## src/rtl/addsub_acc_seq.sv

```systemverilog
// Accumulator sequencer around an external add_sub datapath: ADD/SUB/LOAD/CLEAR commands in, result and flags out.
// Define ACC_SAT_EN to saturate the accumulator on signed overflow instead of wrapping.
module addsub_acc_seq #(
  parameter int WIDTH = 4
) (
  input  logic             clk,
  input  logic             rst,
  input  logic             in_valid,
  output logic             in_ready,
  input  logic [1:0]       in_op,
  input  logic [WIDTH-1:0] in_data,
  output logic [WIDTH-1:0] as_a,
  output logic [WIDTH-1:0] as_b,
  output logic             as_cin,
  input  logic [WIDTH-1:0] as_sum,
  input  logic             as_cout,
  output logic             out_valid,
  input  logic             out_ready,
  output logic [WIDTH-1:0] acc,
  output logic             carry,
  output logic             ovf,
  output logic             zero
);

  // state | meaning
  // IDLE  | ready for a command
  // EXEC  | add_sub operands registered, result captured at next edge
  // RESP  | result presented, waiting for out_ready
  typedef enum logic [1:0] {IDLE, EXEC, RESP} state_t;

  localparam logic [1:0] OP_ADD   = 2'b00;
  localparam logic [1:0] OP_SUB   = 2'b01;
  localparam logic [1:0] OP_LOAD  = 2'b10;
  localparam logic [1:0] OP_CLEAR = 2'b11;
  localparam int         MSB      = WIDTH - 1;

  state_t state_q, state_d;
  logic   accept;
  logic   ovf_calc;
  logic [WIDTH-1:0] acc_next;

  assign accept    = (state_q == IDLE) && in_valid;
  assign in_ready  = (state_q == IDLE);
  assign out_valid = (state_q == RESP);
  assign zero      = (acc == '0);

  // as_b is the raw operand; add_sub does the inversion for subtraction
  assign ovf_calc = as_cin ? ((as_a[MSB] != as_b[MSB]) && (as_sum[MSB] != as_a[MSB]))
                           : ((as_a[MSB] == as_b[MSB]) && (as_sum[MSB] != as_a[MSB]));

`ifdef ACC_SAT_EN
  always_comb begin
    acc_next = as_sum;
    if (ovf_calc)
      acc_next = as_a[MSB] ? {1'b1, {MSB{1'b0}}} : {1'b0, {MSB{1'b1}}};
  end
`else
  assign acc_next = as_sum;
`endif

  always_comb begin
    state_d = state_q;
    case (state_q)
      IDLE: if (in_valid) state_d = in_op[1] ? RESP : EXEC;
      EXEC: state_d = RESP;
      RESP: if (out_ready) state_d = IDLE;
      default: state_d = IDLE;
    endcase
  end

  always_ff @(posedge clk) begin
    if (rst) begin
      state_q <= IDLE;
      acc     <= '0;
      carry   <= 1'b0;
      ovf     <= 1'b0;
      as_a    <= '0;
      as_b    <= '0;
      as_cin  <= 1'b0;
    end else begin
      state_q <= state_d;
      if (accept) begin
        case (in_op)
          OP_ADD, OP_SUB: begin
            as_a   <= acc;
            as_b   <= in_data;
            as_cin <= in_op[0];
          end
          OP_LOAD: begin
            acc   <= in_data;
            carry <= 1'b0;
            ovf   <= 1'b0;
          end
          OP_CLEAR: begin
            acc   <= '0;
            carry <= 1'b0;
            ovf   <= 1'b0;
          end
          default: ;
        endcase
      end else if (state_q == EXEC) begin
        acc   <= acc_next;
        carry <= as_cout;
        ovf   <= ovf_calc;
      end
    end
  end

endmodule

```

## config.mk

```make
export PLATFORM = sky130hd
export DESIGN_NAME = addsub_acc_seq
export DESIGN_NICKNAME = d
export VERILOG_FILES = /design/src/rtl/addsub_acc_seq.sv
export SDC_FILE = /design/constraint.sdc
export NUM_CORES = 1
export LEC_CHECK = 0
export ABC_AREA = 1
export CAP_MARGIN = 20
export CORE_MARGIN = 2
export CORE_UTILIZATION = 40
export DETAILED_ROUTE_END_ITERATION = 8
export MAX_ROUTING_LAYER = met4
export PLACE_DENSITY = 0.77
export SLEW_MARGIN = 20
export SYNTH_ARGS = -nofsm -noshare
export SYNTH_HDL_FRONTEND = slang
export SYNTH_SLANG_ARGS = --single-unit
export TNS_END_PERCENT = 1
```

## constraint.sdc

```tcl
create_clock -name clk -period 1.15 [get_ports clk]
set_input_delay 0.115 -clock clk [delete_from_list [all_inputs] [get_ports clk]]
set_output_delay 0.115 -clock clk [all_outputs]
set_load 0.01 [all_outputs]
```

==> impl_metrics.tcl <==
set metrics [dict create \
    rows 15 \
    first_iter_violations 12 \
    synth.net_count 122 \
    io_buffers 32 \
    syn2layout_area_growth_pct 60.13 \
    r2r_start "state_q[1]$_SDFFE_PP0P_" \
    firstDrtPassIters 4 \
    die_w_um 47.40 \
    max_stage_delay_ns 0.34 \
    yosys.cell_types.count 14 \
    hold_buffers 0 \
    tightest_slew_ns 0.1878 \
    numCtsBuffers 3 \
    clk_latency_ns 0.29 \
    endpoint_kind "output port" \
    outcome "finished, violations left" \
    dieArea_mm2 0.002246 \
    ant_nets 0 \
    final_core_util_pct 69.10 \
    power.total_mw 1.375 \
    wire_per_inst_um 10.66 \
    worstPathRequired_ns 1.03 \
    drt-total-wl_mm 1.898 \
    coreArea_mm2 0.001745 \
    hpwl_mm 1.438 \
    multi_input_area_um2 345.3 \
    io_pins 33 \
    h-tree-depth 1 \
    final-seq-area_um2 347.8 \
    fin_area_mm2 0.001206 \
    vias 807 \
    drv_cap 0 \
    arrival_ns 1.04 \
    layout.nets 169 \
    postSynthCellCount 107 \
    crit_chain "buf_4 > dlygate4sd2_1" \
    powerDensity_mw_per_mm2 1140 \
    fin_ws_ns -0.004554 \
    antenna_found_initial 0 \
    leakagePower_nw 0.5931 \
    min_path_type "input pin to flip-flop" \
    cts-root-buf "clkbuf_4" \
    slew_violations 0 \
    synth-seq-cells 17 \
    start_util_pct 43.15 \
    vias_per_cell 4.534 \
    rsz0062_at_grt "yes" \
    relSlewSlack_pct 87.44 \
    placed_cell_area_mm2 0.001192 \
    clk_pin_slew_ns 0.10 \
    gp_congestion 0.8440 \
    violations "setup timing" \
    clock-sinks 17 \
    grt_pass1_vias 654 \
    die_y_um 47.40 \
    min_from "as_cout" \
    hold_viol 0 \
    fin_crit_ns 1.155 \
    synth_area_um2 753.2 \
    cts_tree "done" \
    max_freq_mhz 866.1 \
    final_common_cell "nand2_1" \
    cp_max_fo 3 \
    ir_drop_v 0.0006101 \
    finalClockSkew_ns 0.001696 \
    setup_violations 2 \
    diodes 0 \
    grt_remaining_overflow 0 \
    drive_above_1_share_pct 20.92 \
    seq_area_frac_synth_pct 45.18 \
    startpoint "acc[2]$_SDFFE_PP0P_" \
    mostFrequentLayoutCells "nand2_1, inv_1, clkdlybuf4s50_1" \
    critPathKind "flip-flop to output port" \
    fillers 163 \
    syn_avg_cell_area_um2 7.039 \
    cp-start-kind "flip-flop" \
    dp_slack_ns -0.1742 \
    drc 0 \
    grt_usage_pct 18.12 \
    min_period_over_period_pct 100.4 \
    cp_slowest_cell "dfxtp_2" \
    clk_path_buf_depth 2 \
    grt_max_degree 17 \
    yosys_warnings 0 \
    grt_pass1_wl_mm 2.711 \
]
flip-flops by register name, indices dropped and copies added (netlist names):
signal   count
acc          4
carry        1
as_b         4
state_q      2
as_a         4
ovf          1
as_cin       1
path summary, 6_finish.rpt:
check / slack (ns) / cells past startpoint / endpoint
setup / recovery: -0.005 / 2 / acc[2]
hold / removal: 0.40 / 3 / carry$_SDFFE_PP0P_
setup reg to reg: 0.06 / 6 / acc[1]$_SDFFE_PP0P_
hold reg to reg: 0.44 / 2 / as_a[2]$_SDFFE_PP0P_
synthesized netlist by cell type, drive strengths merged:
| master | n | area (µm²) |
|---|---|---|
| o21ai | 13 | 65.06 |
| nand3 | 3 | 15.01 |
| nor2 | 15 | 63.81 |
| buf | 2 | 15.01 |
| a21oi | 12 | 60.06 |
| dfxtp | 17 | 340.3 |
| clkinv | 1 | 5.000 |
| nand3b | 1 | 20.02 |
| nor4 | 1 | 6.260 |
| inv | 15 | 56.30 |
| nand2 | 27 | 106.4 |
layout make-up:
class | instances | share of cell area, %
Tap cell | 25 | 2.593
Multi-Input combinational cell | 72 | 28.63
Clock buffer | 4 | 2.178
Timing Repair Buffer | 44 | 32.68
Sequential cell | 17 | 28.84
Inverter | 16 | 5.083
kinds of logic after synthesis:
family	count (synthesis)	share of synthesized area (%)
buffers and inverters	18	10.13
flip-flops	17	45.18
AO/OA/AOI/OAI	25	16.61
AND/OR/NAND/NOR	47	28.07
critical path: cells and delay by family (launching register included):
family / cells / cell delay (ns)
buf+inv: 2 / 0.40
flops: 1 / 0.34
through the flow:
step,TNS [ns],instances,hold slack (ns)
floorplan,0,107,0.1841
global placement,-1.637,174,0.4314
detailed placement,-2.124,174,0.4334
CTS,-0.07023,178,0.4103
global route,-0.1856,178,0.4282
finish,-0.005033,178,0.3988
timing repair:
action | in CTS | in global routing
buffers inserted | 0 | 0
pin swaps | 2 | 1
gates resized for setup | 28 | 15
endpoints found under the setup margin | 18 | 13
report_power, final:
group          switching [mW]  internal [mW]  leakage, nW  total, mW
Combinational           0.178          0.192        0.436      0.370
Sequential             0.0291          0.638        0.142      0.668
Clock                   0.202          0.135       0.0150      0.337
Total                   0.409          0.965        0.593       1.37
metal layers:
layer	vias up	routed length [µm]	GRT usage (%)
li1	429	-	-
met1	357	789	21.83
met2	17	1010	29.73
met3	4	68	2.308
met4	0	29	8.333
met5	-	0	-
No activity file was read; power rests on OpenSTA's default activity.
